File: src/rtl/arbitrated_fifo_top.sv
// arbitrated_fifo_top: NCH independent FIFOs drained round-robin into one
// registered output stage, plus a single-shot ordering scoreboard.
//
// Ports:
//   clk          rising-edge clock
//   rst          asynchronous active-low reset
//   push         per-channel write request (dropped while full)
//   data_in      per-channel write data, channel c at [c*WIDTH +: WIDTH]
//   out_rdy      downstream accepts data_out
//   start        arm the scoreboard on the word pushed to start_ch
//   start_ch     channel tracked by the scoreboard
//   empty/full   per-channel occupancy flags (registered state only)
//   data_out     registered output word
//   data_out_vld data_out holds a valid word
//   data_out_ch  source channel of data_out
//   prop_signal  1 unless the tracked word reaches the output wrong
`ifndef FIFO_DWIDTH
`define FIFO_DWIDTH 8
`endif
`ifndef FIFO_DEPTH
`define FIFO_DEPTH 4
`endif
`ifndef ARB_QWID
`define ARB_QWID 3
`endif

module arbitrated_fifo_top #(
   parameter int WIDTH = `FIFO_DWIDTH,
   parameter int DEPTH = `FIFO_DEPTH,
   parameter int NCH   = 4,
   parameter int QWID  = `ARB_QWID
) (
   input  logic                     clk,
   input  logic                     rst,
   input  logic [NCH-1:0]           push,
   input  logic [NCH*WIDTH-1:0]     data_in,
   input  logic                     out_rdy,
   input  logic                     start,
   input  logic [$clog2(NCH)-1:0]   start_ch,
   output logic [NCH-1:0]           empty,
   output logic [NCH-1:0]           full,
   output logic [WIDTH-1:0]         data_out,
   output logic                     data_out_vld,
   output logic [$clog2(NCH)-1:0]   data_out_ch,
   output logic                     prop_signal
);

   localparam int CW = $clog2(NCH);
   localparam int AW = $clog2(DEPTH);
   localparam int OW = AW + 1;

   typedef enum logic [1:0] {
      IDLE,
      TRACK,
      CHECK,
      DONE
   } sb_state_e;

   logic [WIDTH-1:0] mem_q  [NCH][DEPTH];
   logic [AW-1:0]    wptr_q [NCH];
   logic [AW-1:0]    rptr_q [NCH];
   logic [OW-1:0]    cnt_q  [NCH];

   logic [WIDTH-1:0] dout_q;
   logic [CW-1:0]    dch_q;
   logic             dvld_q;
   logic [CW-1:0]    last_q;

   sb_state_e        st_q, st_d;
   logic [QWID-1:0]  cd_q, cd_d;
   logic [WIDTH-1:0] sb_word_q, sb_word_d;
   logic [CW-1:0]    sb_ch_q, sb_ch_d;

   logic [NCH-1:0]   push_acc;
   logic [NCH-1:0]   pop_v;
   logic             load_en;
   logic             gnt_found;
   logic [CW-1:0]    gnt_ch;
   logic [WIDTH-1:0] head;

   always_comb begin
      for (int c = 0; c < NCH; c++) begin
         empty[c] = (cnt_q[c] == '0);
         full[c]  = (cnt_q[c] == OW'(DEPTH));
      end
   end

   assign push_acc = push & ~full;
   assign load_en  = !dvld_q || out_rdy;

   // Round-robin: first non-empty channel after the last grant.
   always_comb begin
      int j;
      j         = 0;
      gnt_found = 1'b0;
      gnt_ch    = '0;
      for (int i = 1; i <= NCH; i++) begin
         j = int'(last_q) + i;
         if (j >= NCH) j = j - NCH;
         if (!gnt_found && !empty[CW'(j)]) begin
            gnt_found = 1'b1;
            gnt_ch    = CW'(j);
         end
      end
   end

   always_comb begin
      for (int c = 0; c < NCH; c++) begin
         pop_v[c] = load_en && gnt_found && (gnt_ch == CW'(c));
      end
   end

   assign head = mem_q[gnt_ch][rptr_q[gnt_ch]];

   // Storage is not reset; cleared pointers make old words unreachable.
   always_ff @(posedge clk) begin
      for (int c = 0; c < NCH; c++) begin
         if (push_acc[c]) begin
            mem_q[c][wptr_q[c]] <= data_in[c*WIDTH +: WIDTH];
         end
      end
   end

   always_ff @(posedge clk or negedge rst) begin
      if (!rst) begin
         for (int c = 0; c < NCH; c++) begin
            wptr_q[c] <= '0;
            rptr_q[c] <= '0;
            cnt_q[c]  <= '0;
         end
      end else begin
         for (int c = 0; c < NCH; c++) begin
            if (push_acc[c]) wptr_q[c] <= wptr_q[c] + 1'b1;
            if (pop_v[c])    rptr_q[c] <= rptr_q[c] + 1'b1;
            case ({push_acc[c], pop_v[c]})
               2'b10:   cnt_q[c] <= cnt_q[c] + 1'b1;
               2'b01:   cnt_q[c] <= cnt_q[c] - 1'b1;
               default: cnt_q[c] <= cnt_q[c];
            endcase
         end
      end
   end

   always_ff @(posedge clk or negedge rst) begin
      if (!rst) begin
         dout_q <= '0;
         dch_q  <= '0;
         dvld_q <= 1'b0;
         last_q <= CW'(NCH - 1);
      end else if (load_en) begin
         if (gnt_found) begin
            dout_q <= head;
            dch_q  <= gnt_ch;
            dvld_q <= 1'b1;
            last_q <= gnt_ch;
         end else begin
            dvld_q <= 1'b0;
         end
      end
   end

   assign data_out     = dout_q;
   assign data_out_ch  = dch_q;
   assign data_out_vld = dvld_q;

   // Countdown = words ahead of the tracked one in its FIFO.
   always_comb begin
      st_d      = st_q;
      cd_d      = cd_q;
      sb_word_d = sb_word_q;
      sb_ch_d   = sb_ch_q;
      unique case (st_q)
         IDLE: begin
            if (start && push_acc[start_ch]) begin
               st_d      = TRACK;
               sb_word_d = data_in[start_ch*WIDTH +: WIDTH];
               sb_ch_d   = start_ch;
               cd_d      = QWID'(cnt_q[start_ch])
                         - QWID'(pop_v[start_ch]);
            end
         end
         TRACK: begin
            if (pop_v[sb_ch_q]) begin
               if (cd_q == '0) st_d = CHECK;
               else            cd_d = cd_q - 1'b1;
            end
         end
         CHECK: st_d = DONE;
         DONE:  st_d = DONE;
      endcase
   end

   always_ff @(posedge clk or negedge rst) begin
      if (!rst) begin
         st_q      <= IDLE;
         cd_q      <= '0;
         sb_word_q <= '0;
         sb_ch_q   <= '0;
      end else begin
         st_q      <= st_d;
         cd_q      <= cd_d;
         sb_word_q <= sb_word_d;
         sb_ch_q   <= sb_ch_d;
      end
   end

   assign prop_signal = !((st_q == CHECK) &&
                          (!dvld_q ||
                           (dout_q != sb_word_q) ||
                           (dch_q != sb_ch_q)));

endmodule
File: config.mk
export PLATFORM = sky130hd
export DESIGN_NAME = arbitrated_fifo_top
export DESIGN_NICKNAME = d
export VERILOG_FILES = /design/src/rtl/arbitrated_fifo_top.sv
export SDC_FILE = /design/constraint.sdc
export NUM_CORES = 1
export LEC_CHECK = 0
export CORE_UTILIZATION = 45
export DETAILED_ROUTE_END_ITERATION = 12
export GPL_TIMING_DRIVEN = 0
export PLACE_DENSITY_LB_ADDON = 0.2
export SYNTH_ARGS = -nofsm -noshare
export SYNTH_HDL_FRONTEND = slang
export SYNTH_SLANG_ARGS = --single-unit
File: constraint.sdc
create_clock -name clk -period 10.1 [get_ports clk]
set_input_delay 1.515 -clock clk [delete_from_list [all_inputs] [get_ports clk]]
set_output_delay 1.515 -clock clk [all_outputs]
set_load 0.03 [all_outputs]
==> impl_metrics.env, run 1 <==
export IMPL_worst_pin_slew_ns=1.221
export IMPL_coreArea_mm2=0.01821
export IMPL_finalSetupTns_ns=0
export IMPL_dr_pass1_iters=5
export IMPL_drv_cap=0
export IMPL_synth_seq_cells=184
export IMPL_totalWireLength_mm=24.26
export IMPL_dpl_instance_area_mm2=0.009404
export IMPL_postRouteAntennaNets=0
export IMPL_grt_overflow_total=0
export IMPL_yosysWarnings=0
export IMPL_path_class="reg -> out"
export IMPL_required_ns=8.59
export IMPL_slew_limit_headroom_pct=18.60
export IMPL_synth_area_mm2=0.008502
export IMPL_syn_to_final_growth_pct=17.41
export IMPL_htreeDepth=4
export IMPL_end_kind="output port"
export IMPL_post_cts_repair_setup_buffers=0
export IMPL_drv_slew=0
export IMPL_grt_setup_unrepaired="no"
export IMPL_setup_viol=0
export IMPL_dp_hpwl_mm=16.15
export IMPL_grt_pass1_wl_mm=36.04
export IMPL_first_iter_violations=655
export IMPL_layout_drive_gt1_share_pct=13.86
export IMPL_syn_inst=650
export IMPL_crit_end="prop_signal"
export IMPL_synth_ff_type="edfxtp_1"
export IMPL_crit_arrival_ns=2.67
export IMPL_antennaDiodeCount=0
export IMPL_startpoint="data_out[3]$_DFFE_PN0P_"
export IMPL_numPortBuffers=60
export IMPL_r2r_setup_slack_ns=6.24
export IMPL_post_synth_top_area_cell="edfxtp_1"
export IMPL_grt_max_degree=37
export IMPL_die_x_um=139.5
export IMPL_fin_area_mm2=0.009982
export IMPL_rr_endpoint="cnt_q[11]$_DFFE_PN0P_"
export IMPL_wl_per_cell_um=24.96
export IMPL_finalNetCount=800
export IMPL_syn_num_nets=720
export IMPL_hp_class="reg -> reg"
export IMPL_finClkSkew_ns=0.01197
export IMPL_clock_sinks=184
export IMPL_io_pins=62
export IMPL_num_rows=49
export IMPL_clockBufferDepth=2
export IMPL_ys_types=53
export IMPL_clock_root_buffer="clkbuf_16"
export IMPL_whs_ns=0.4745
export IMPL_insertion_delay_ns=0.44
export IMPL_grt_usage_pct=26.13
export IMPL_post_route_period_util_pct=41.39
export IMPL_max_freq_mhz=239.2
export IMPL_place_gp_congestion=0.8725
export IMPL_cts_resized=0
export IMPL_hp_start="rptr_q[3]$_DFFE_PN0P_"
export IMPL_cts_buffers=17
export IMPL_cp_start_kind="register"
export IMPL_start_util_pct=46.69
export IMPL_clk_pin_slew_ns=0.07
export IMPL_final_cell_mix="edfxtp_1, nand2_1, a21oi_1"
export IMPL_grt_pass1_vias=5845
export IMPL_cts_tree="built"
export IMPL_rr_startpoint="cnt_q[1]$_DFFE_PN0P_"
export IMPL_status="complete, no violations"
export IMPL_finalCriticalPeriod_ns=4.181
export IMPL_routed_via_density=5.919
export IMPL_finalHoldViolCount=0
export IMPL_syn_avg_cell_area_um2=13.08
export IMPL_antenna_found_initial=0
export IMPL_dieArea_mm2=0.01945
export IMPL_final_common_cell="edfxtp_1"
export IMPL_postSynth_asyncResetShare_pct=30.43
export IMPL_reg2regPathDepth=13
export IMPL_dieHeight_um=139.5
export IMPL_yosysSeqAreaShare_pct=61.72
export IMPL_netlist_area_leader_share_pct=45.21
export IMPL_synth_edf_count=128
export IMPL_vias=5753
export IMPL_synth_area_top_cells="edfxtp_1, dfrtp_1, a21oi_1, nand2_1, ha_1"
export IMPL_ctsHoldBuffers=0
export IMPL_drc=0
export IMPL_cp_max_fo=3
layout make-up:
class | instances | area [µm²]
clock buffer | 19 | 432.9
clock inverter | 13 | 145.1
fill | 1465 | 8227
timing repair buffer | 61 | 615.6
inverter | 32 | 125.1
tap | 229 | 286.5
buffer | 34 | 175.2
sequential | 184 | 5248
multi-input combinational | 400 | 2954
metal layers:
| layer | vias up | part of all wire [%] | wire [µm] | GRT usage [%] |
|---|---|---|---|---|
| met2 | 321 | 48 | 11590 | 41.68 |
| met5 | - | 0 | 0 | 0 |
| met3 | 61 | 9.6 | 2320 | 6.813 |
| met4 | 0 | 3.0 | 738 | 10.58 |
| li1 | 2524 | - | - | - |
| met1 | 2847 | 40 | 9616 | 34.08 |
critical path, stage by stage (launching register included):
cell and delay, ns:
dfrtp_1 0.42, xnor2_1 0.49, nand4_1 0.14, o311ai_0 0.43, clkdlybuf4s50_1 0.76
synthesized netlist by cell type (all sizes together) (2+ instances only):
cell and count:
a21o 3, a21oi 78, a221oi 8, a22oi 35, and2 17, buf 21, clkbuf 13, dfrtp 54
dfstp 2, edfxtp 128, fa 4, ha 24, inv 31, mux2 19, mux2i 7, mux4 12
nand2 84, nand2b 3, nand3 3, nand4 3, nor2 11, nor2b 6, nor3 7, nor3b 4
nor4 2, o21ai 16, or3 5, or4 2, xnor2 26, xor2 13
registers in the layout, summed over array words and instances, names as in the netlist:
name and count:
mem_q 128, cnt_q 12, data_out 8, rptr_q 8
sb_word_q 8, wptr_q 8, cd_q 3, data_out_ch 2
last_q 2, sb_ch_q 2, st_q 2, data_out_vld 1
worst min-delay path by stage:
stage / endpoint / slack (ns) / cells past startpoint
6_report: rptr_q[3]$_DFFE_PN0P_ / 0.47 / 1
5_1_grt: rptr_q[7]$_DFFE_PN0P_ / 0.49 / 1
4_1_cts: rptr_q[5]$_DFFE_PN0P_ / 0.48 / 1
3_5_place_dp: rptr_q[7]$_DFFE_PN0P_ / 0.47 / 1
3_3_place_gp: rptr_q[5]$_DFFE_PN0P_ / 0.46 / 1
2_1_floorplan: rptr_q[3]$_DFFE_PN0P_ / 0.44 / 1
kinds of logic (layout without fill, tap and decap cells):
| group | count (synthesis) | after routing | synth area share, % |
|---|---|---|---|
| AO/OA/AOI/OAI | 146 | 146 | 10.96 |
| XOR/XNOR | 39 | 39 | 4.018 |
| adder cells (fa/ha/maj) | 28 | 28 | 4.474 |
| buffers and inverters | 66 | 159 | 3.532 |
| flip-flops | 184 | 184 | 61.72 |
| multiplexers | 38 | 38 | 6.519 |
| AND/OR/NAND/NOR | 149 | 149 | 8.771 |
stage by stage:
stage	util, %	instances	setup slack [ns]
after floorplan	-	650	6.425
after global placement	51.56	939	5.491
after detailed placement	51.65	940	5.633
after CTS	54.82	972	5.947
after global routing	54.82	972	5.909
final	54.82	972	5.919
Power of run 1 is not shown: default switching activity piles up to over one toggle a cycle in this logic, so the estimate is an artifact.
==> run 2, diff against run 1 <==
clock period = 3.59 ns   (was 10.1 ns; I/O delays follow)
==> impl_metrics.env, run 2 (same netlist as run 1, synthesis figures left out) <==
export IMPL_numPortBuffers=60
export IMPL_finalSetupTns_ns=0
export IMPL_dieHeight_um=139.5
export IMPL_clk_pin_slew_ns=0.07
export IMPL_clock_sinks=184
export IMPL_largest_reg_flops=128
export IMPL_setup_viol=0
export IMPL_finalHoldViolCount=0
export IMPL_cp_max_fo=19
export IMPL_layout_drive_gt1_share_pct=15.22
export IMPL_totalWireLength_mm=24.21
export IMPL_slew_limit_headroom_pct=19.92
export IMPL_htreeDepth=4
export IMPL_n_fill_cell=1456
export IMPL_wl_per_cell_um=24.76
export IMPL_worst_pin_slew_ns=1.201
export IMPL_hp_class="in -> async"
export IMPL_finalCriticalPeriod_ns=3.428
export IMPL_first_iter_violations=624
export IMPL_crit_arrival_ns=3.78
export IMPL_dp_hpwl_mm=16.15
export IMPL_routed_via_density=5.947
export IMPL_num_rows=49
export IMPL_max_freq_mhz=291.7
export IMPL_required_ns=3.95
export IMPL_post_route_period_util_pct=95.48
export IMPL_drv_cap=0
export IMPL_dp_cells=940
export IMPL_cts_buffers=17
export IMPL_instances_no_fill=978
export IMPL_dr_pass1_iters=5
export IMPL_r2r_setup_slack_ns=0.16
export IMPL_finClkSkew_ns=0.01238
export IMPL_clockBufferDepth=2
export IMPL_syn_to_final_growth_pct=18.75
export IMPL_start_util_pct=46.69
export IMPL_postRouteAntennaNets=0
export IMPL_grt_pass1_vias=5881
export IMPL_final_common_cell="edfxtp_1"
export IMPL_end_kind="register"
export IMPL_finalNetCount=806
export IMPL_antenna_found_initial=0
export IMPL_cts_tree="built"
export IMPL_grt_max_degree=37
export IMPL_clock_root_buffer="clkbuf_16"
export IMPL_drc=0
export IMPL_cp_start_kind="register"
export IMPL_grt_overflow_total=0
export IMPL_coreArea_mm2=0.01821
export IMPL_grt_pass1_wl_mm=36.30
export IMPL_path_class="reg -> reg"
export IMPL_dieArea_mm2=0.01945
export IMPL_grt_usage_pct=26.34
export IMPL_io_pins=62
export IMPL_antennaDiodeCount=0
export IMPL_drv_slew=0
export IMPL_status="complete, no violations"
export IMPL_die_x_um=139.5
export IMPL_insertion_delay_ns=0.44
export IMPL_vias=5816
export IMPL_place_gp_congestion=0.8725
export IMPL_final_cell_mix="edfxtp_1, nand2_1, a21oi_1"
==> run 2: cell types whose count changed in the layout (fill, tap and decap cells not counted), moves of 2 or more <==
cell	change
buf_2	-6
nor3_1	-2
clkbuf_1	-2
buf_4	+11
nor3_4	+4
nor3_2	-2
==> run 2: through the flow <==
stage	worst slack (ns)	cell area, µm²	hold slack, ns	utilization, %
after floorplan	0.3584	8502	0.2429	-
after global placement	-0.1453	9389	0.4607	51.56
after detailed placement	-0.1967	9404	0.4676	51.65
after CTS	-0.04788	10040	0.1250	55.12
after global routing	-0.01458	10100	0.1411	55.45
final	0.1622	10100	0.1144	55.45
==> run 2: layout make-up <==
cell class | count | area [µm²] | area share [%]
flip-flops and latches | 184 | 5248 | 51.98
plain buffers | 30 | 168.9 | 1.673
multi-input cells | 400 | 2999 | 29.71
well taps | 229 | 286.5 | 2.838
repair buffers | 71 | 690.7 | 6.841
clock buffers | 19 | 432.9 | 4.288
clock inverters | 13 | 145.1 | 1.438
inverters | 32 | 125.1 | 1.239
==> run 2: path summary, 6_finish.rpt <==
path / startpoint / endpoint / depth (start not counted)
setup / recovery: cnt_q[4]$_DFFE_PN0P_ / cnt_q[2]$_DFFE_PN0P_ / 12
hold / removal: rst / sb_word_q[1]$_DFFE_PN0P_ / 1
setup reg to reg: cnt_q[4]$_DFFE_PN0P_ / cnt_q[2]$_DFFE_PN0P_ / 12
hold reg to reg: rptr_q[3]$_DFFE_PN0P_ / rptr_q[3]$_DFFE_PN0P_ / 1
max in group asynchronous: rst / last_q[1]$_DFFE_PN1P_ / 2
min in group clk: rptr_q[3]$_DFFE_PN0P_ / rptr_q[3]$_DFFE_PN0P_ / 1
==> run 2: repair_timing <==
item | CTS | global route
setup buffers | 4 | 6
hold buffers | 0 | 0
resized for setup | 5 | 10
setup endpoints to repair | 8 | 6
pin swaps | 1 | 3
==> run 2: metal layers <==
metal	wire length [µm]	share of wire [%]	GRT usage, %	up-vias
li1	-	-	-	2538
met1	9565	40	34.22	2881
met2	11470	47	41.97	334
met3	2357	9.7	7.054	63
met4	820	3.4	10.82	0
met5	0	0	0	-
==> run 2: critical path, stage by stage (launching register included) <==
cell	delay [ns]
dfrtp_1	0.43
or3_1	0.44
or3_1	0.35
and4_1	0.21
buf_4	0.17
buf_2	0.33
nor3_4	0.33
ha_1	0.23
inv_1	0.06
fa_1	0.37
xor2_1	0.15
nor2_1	0.13
xor2_1	0.16
Power of run 2 is left out for the same reason.
==> patch 1 (config.mk and constraints of run 2) <==
Reset style: synchronous (`rst`), changed in 3 clocked blocks. Comments in the files are not updated.
--- a/src/rtl/arbitrated_fifo_top.sv
+++ b/src/rtl/arbitrated_fifo_top.sv
@@ -121,7 +121,7 @@
       end
    end
 
-   always_ff @(posedge clk or negedge rst) begin
+   always_ff @(posedge clk) begin
       if (!rst) begin
          for (int c = 0; c < NCH; c++) begin
             wptr_q[c] <= '0;
@@ -141,7 +141,7 @@
       end
    end
 
-   always_ff @(posedge clk or negedge rst) begin
+   always_ff @(posedge clk) begin
       if (!rst) begin
          dout_q <= '0;
          dch_q  <= '0;
@@ -190,7 +190,7 @@
       endcase
    end
 
-   always_ff @(posedge clk or negedge rst) begin
+   always_ff @(posedge clk) begin
       if (!rst) begin
          st_q      <= IDLE;
          cd_q      <= '0;
Check against the original RTL: differs if rst is asserted again (counterexample within 4 cycles, from zero or initial values and one cycle with rst low); with rst held inactive, the same outputs for 10 cycles.
==> patch 1 against run 2 <==
  * Final area rose by 1.7%
  * Count of clock-buffer cells in the layout shrank 2
  * Critical endpoint is now cnt_q[0][2]
  * Worst hold slack better by 0.40 ns
  * Critical path type unchanged
  * Die area rose by 1.9%
  * First-iteration DRC count decreased by 29%
  * Wire length shrank 2.6%
  * Critical path depth rose by 4
  * Clock skew rose by 0.011 ns
  * Fmax increased by 0.98%
  * Worst setup slack improved by 0.033 ns
  * Highest routed layer unchanged
  * Sequential cell count unchanged
  * Area after synthesis is 2.0% higher
==> patch 1: results (changes against run 2) <==
Cells and area
  • Layout cells sized above 1: 0.1071 (-0.04506)
  • Largest register FFs: 128 (unchanged)
  • Post-Layout Cell Count: 1018 (+4.1%)
  • Nets: 847 (+5.1%)
  • FILL cells: 1544 (+6.0%)
  • Diode count: 0 (unchanged)

Critical path
  • Arrival @ worst endpoint: 3.60 ns (-0.18 ns)
  • Worst path top cell family by delay: adder cells
  • CP max FO: 17 (-2)
  • CP max stage cell: edfxtp_1

Drt
  • Drt pass-1 iters: 7 (+2)
  • Wire length per cell: 23.17 um (-6.4%)
  • DRT iter0 DRCs: 440 (-29%)
  • Via Count: 5949 (+2.3%)

Place
  • Post-DP Area: 9569 um^2 (+1.8%)
  • Setup WS pre-CTS: -0.5867 ns (-0.3900 ns)
  • Placed Cells: 983 (+4.6%)
  • RePlAce Congestion: 0.8853 (+1.5%)
  • Post-DP HPWL: 17760 um (+10%)
  • I/O Buffers: 60 (unchanged)

Synth
  • Sequential area share after synthesis: 0.6050 (-0.01223)
  • Synth cell types: 51 (-3.8%)
  • FFs w/ async S/R, synth: 0 (-0.3043)
  • Syn Inst Count: 689 (+6.0%)
  • Post-synth EDFFs: 156 (+22%)
  • Top cells by area in the synthesized netlist: edfxtp_1 (54%), dfxtp_1 (6.5%), ha_1 (4.5%), mux2i_1 (3.9%), nand2_1 (3.6%)
  • Most frequent cells after synthesis: edfxtp_1 (156), nand2_1 (83), a21oi_1 (53)
  • Syn Nets: 765 (+6.3%)

Run
  • Max Cap Violations: 0 (unchanged)

Global routing
  • First-pass GRT wire length: 35820 um (-1.3%)
  • Number of global-route vias before repair: 6000 (+2.0%)
  • GRT Overall Usage: 0.2511 (-0.01232)
  • Largest net degree at the start of global routing: 21 (-43%)

STA
  • Slew headroom: 0.3489 (+0.1497)
  • Clock skew: 0.02310 ns (+0.01072 ns)
  • Setup Viol. Count Final: 0 (unchanged)

Min path
  • Hold WC Path Type: flop to flop

Clocking
  • Root Buffer: clkbuf_16
  • Hold Buf Count CTS: 0 (unchanged)
  • Post-CTS Resized: 13 (+8)
  • H-tree Lvls: 4 (unchanged)

Outcome
  • Outcome: finished clean
==> patch 1: cells by family after synthesis <==
kind of cell,after synthesis,share of synthesized area
AO/OA/AOI/OAI,133,0.1054
XOR/XNOR,24,0.02425
adder cells (fa/ha/maj),34,0.05167
buffers and inverters,68,0.03089
flip-flops,184,0.6050
multiplexers,49,0.07461
AND/OR/NAND/NOR,197,0.1082
==> patch 1: per-layer routing <==
metal | up-vias | share of wire | global-route usage
li1 | 2712 | - | -
met1 | 2902 | 0.41 | 0.3201
met2 | 293 | 0.48 | 0.4135
met3 | 42 | 0.066 | 0.04348
met4 | 0 | 0.038 | 0.1281
met5 | - | 0 | 0
==> patch 1: path summary, 6_finish.rpt <==
path	cells after the start	endpoint	from	slack (ns)
worst max register to register	16	cnt_q[0][2]	cnt_q[3][1]	0.20
worst min register to register	1	cd_q[2]	cd_q[2]	0.51
worst min-delay path	1	cd_q[2]	cd_q[2]	0.51
worst max-delay path	16	cnt_q[0][2]	cnt_q[3][1]	0.20
==> patch 1: per-stage QoR <==
stage	hold WS [ns]	util
6_report	0.5115	0.5471
4_1_cts	0.5207	0.5449
3_5_place_dp	0.5003	0.5099
5_1_grt	0.5591	0.5471
3_3_place_gp	0.4741	0.5099
2_1_floorplan	0.4535	-
==> patch 1: area by class of cell <==
cell class,instances,area [um^2],share of cell area
Sequential cell,184,5245,0.5108
Multi-Input combinational cell,437,3193,0.3110
Timing Repair Buffer,66,645.6,0.06288
Clock buffer,17,425.4,0.04143
Tap cell,234,292.8,0.02852
Clock inverter,15,172.7,0.01682
Buffer,32,168.9,0.01645
Inverter,33,123.9,0.01206
==> patch 1: report_power, final <==
part	switching [W]	internal (W)
Combinational	0.00348	0.00198
Sequential	0.000255	0.00278
Clock	0.000919	0.000941
Total	0.00465	0.00571
==> patch 2 (config.mk and constraints of run 2) <==
Made on the original files. `ARB_QWID`: 3 -> 5.
--- a/src/rtl/arbitrated_fifo_top.sv
+++ b/src/rtl/arbitrated_fifo_top.sv
@@ -21,7 +21,7 @@
 `define FIFO_DEPTH 4
 `endif
 `ifndef ARB_QWID
-`define ARB_QWID 3
+`define ARB_QWID 5
 `endif
 
 module arbitrated_fifo_top #(
Behaviour: same outputs for any inputs over 10 cycles, from zero or initial values and one cycle with rst low; that may be too few to reach the edited logic, so the function may still have changed.
==> patch 2 against run 2 <==
  * Clock skew is 0.0014 ns lower
  * Worst setup slack better by 0.023 ns
  * First-iteration DRC count is 18% lower
  * Wire length is 0.79% lower
  * Final area is 0.37% lower
  * Sequential cell count is 2 higher
  * Area after synthesis is 0.59% higher
  * Critical path type unchanged
==> patch 2: results (changes against run 2) <==
STA
  • Clock skew: 0.01101 ns (-0.001361 ns)
  • Slew at the pin closest to its max-slew limit: 1.024 ns (-0.1772 ns)
  • Fin. Hold Viols: 0 (unchanged)
  • Hold Slack: 0.05380 ns (-0.06057 ns)

Run
  • Max Cap Violations: 0 (unchanged)

Place
  • Placed Cells: 980 (+4.3%)
  • I/O Buffers: 59 (-1.7%)
  • Post-DP HPWL: 17100 um (+5.9%)
  • Post-DP Area: 9450 um^2 (+0.49%)
  • RePlAce Congestion: 0.9029 (+3.5%)

Global routing
  • Largest net degree at the start of global routing: 39 (+5.4%)
  • GRT Overall Usage: 0.2611 (-0.002309)
  • Initial antenna violation count: 0 (unchanged)
  • First-pass GRT wire length: 36240 um (-0.17%)

Critical path
  • CP max FO: 10 (-9)
  • Max incr delay on CP: 0.48 ns (+0.04 ns)
  • Arrival @ worst endpoint: 3.78 ns (about the same)
  • Reg2Reg Setup Slack: 0.18 ns (+0.02 ns)
  • Reg2reg end: cnt_q[2]
  • R2R depth: 13 (+1)
  • CP max stage cell: or3_1
  • Worst r2r src: cnt_q[10]

Clocking
  • Clk_lat worst skew: 0.44 ns (about the same)
  • Root Buffer: clkbuf_16
  • Deepest clock path buffer count: 2 (unchanged)
  • Postcts setup bufs: 0 (-4)
  • H-tree Lvls: 4 (unchanged)

Cells and area
  • Largest register FFs: 128 (unchanged)
  • Layout cells sized above 1: 0.1082 (-0.04396)
  • Nets: 833 (+3.3%)
  • Diode count: 0 (unchanged)
  • FILL cells: 1605 (+10%)

Synth
  • Post-synth EDFFs: 128 (unchanged)
  • FFs w/ async S/R, synth: 0.3118 (+0.007480)
  • Syn Nets: 756 (+5.0%)
  • Mean Syn Cell Area: 12.47 um^2 (-4.7%)
  • Synth warnings: 0 (unchanged)
  • Top cells by area in the synthesized netlist: edfxtp_1 (45%), dfrtp_1 (16%), nand2_1 (5.0%), a21oi_1 (4.6%), ha_1 (3.5%)
  • Sequential area share after synthesis: 0.6195 (+0.002240)
  • Synth cell types: 52 (-1.9%)
  • Most frequent cells after synthesis: edfxtp_1 (128), nand2_1 (114), a21oi_1 (78)

Power
  • P_leak: 3.818 nW
  • Max VDD drop: 0.0004349 V

Drt
  • DRT iter0 DRCs: 513 (-18%)
  • Via Count: 5879 (+1.1%)
  • Drt pass-1 iters: 5 (unchanged)
  • Wire length per cell: 23.78 um (-3.9%)
  • Drt total wl: 24020 um (-0.79%)

Min path
  • Hold WC Path Type: input pin to async pin

Outcome
  • Outcome: finished clean
[patch 2: changes by cell type after synthesis, sizes merged, moves of 5 or more]
cell	before	now
nand3	3	13
nor2	11	17
o21ai	16	11
buf	21	15
o211ai	1	10
a21o	3	8
mux2	19	11
a221o	0	8
clkbuf	13	22
nand2	84	114
a22oi	35	9
[patch 2: repair_timing]
item	CTS	global route
cloned	0	0
endpoints found under the hold margin	0	0
resized for setup	3	11
endpoints found under the setup margin	9	6
[patch 2: critical path, delay by kind of cell, from the launching register on]
| kind | cells | cell delay, ns |
|---|---|---|
| xor+xnor | 2 | 0.29 |
| simple gates | 5 | 1.19 |
| fa+ha+maj | 2 | 0.59 |
| buf+inv | 3 | 0.55 |
| flops | 1 | 0.43 |
| compound gates | 1 | 0.27 |
[patch 2: cell type report]
class	count	area [um^2]	area share
sequential	186	5298	0.5267
multi-input combinational	428	2992	0.2974
clock buffer	20	436.7	0.04341
tap	234	292.8	0.02911
inverter	35	131.4	0.01306
buffer	35	161.4	0.01605
clock inverter	12	141.4	0.01406
timing repair buffer	60	605.6	0.06021
[patch 2: how the worst max path moves through the flow]
stage / depth (start not counted) / endpoint / from / slack (ns)
after floorplan: 13 / cnt_q[2] / cnt_q[5] / 0.03
after global placement: 14 / cd_q[2] / cnt_q[0] / -0.17
after detailed placement: 14 / cd_q[2] / cnt_q[0] / -0.26
after CTS: 12 / cnt_q[11] / cnt_q[0] / 0.008
after global routing: 13 / cnt_q[2] / cnt_q[10] / 0.004
final: 13 / cnt_q[2] / cnt_q[10] / 0.18
[patch 2: metal layers]
metal,track usage,share of wire,vias to the layer above
li1,-,-,2610
met1,0.3470,0.42,2948
met2,0.4068,0.46,275
met3,0.07398,0.087,46
met4,0.09948,0.029,0
met5,0,0,-
[patch 2: report_power, final]
| part | leakage, nW | total, W | switching (W) | internal (W) |
|---|---|---|---|---|
| sequential | 1.88 | 0.00332 | 0.000380 | 0.00294 |
| clock | 0.275 | 0.00186 | 0.000825 | 0.00103 |
| combinational | 1.67 | 0.00558 | 0.00367 | 0.00191 |
| total | 3.82 | 0.0108 | 0.00487 | 0.00589 |
[patch 2: kinds of logic after synthesis]
family / after synthesis / share of synthesized area
DFF: 186 / 0.6195
and+or+nand+nor: 188 / 0.09963
adders and majority gates: 28 / 0.04448
muxes: 30 / 0.05472
xor gates and xnor gates: 39 / 0.04170
buffers and inverters: 72 / 0.03438
AOI/OAI and AO/OA: 143 / 0.1056
[patch 2: metrics by stage]
step	setup TNS [ns]	setup WS (ns)	total power [W]
final	0	0.1847	0.01076
after global routing	0	0.003825	0.01141
after CTS	0	0.007597	0.01066
after detailed placement	-0.7661	-0.2576	0.008798
after global placement	-0.3308	-0.1711	0.008694
after floorplan	0	0.03123	0.006840
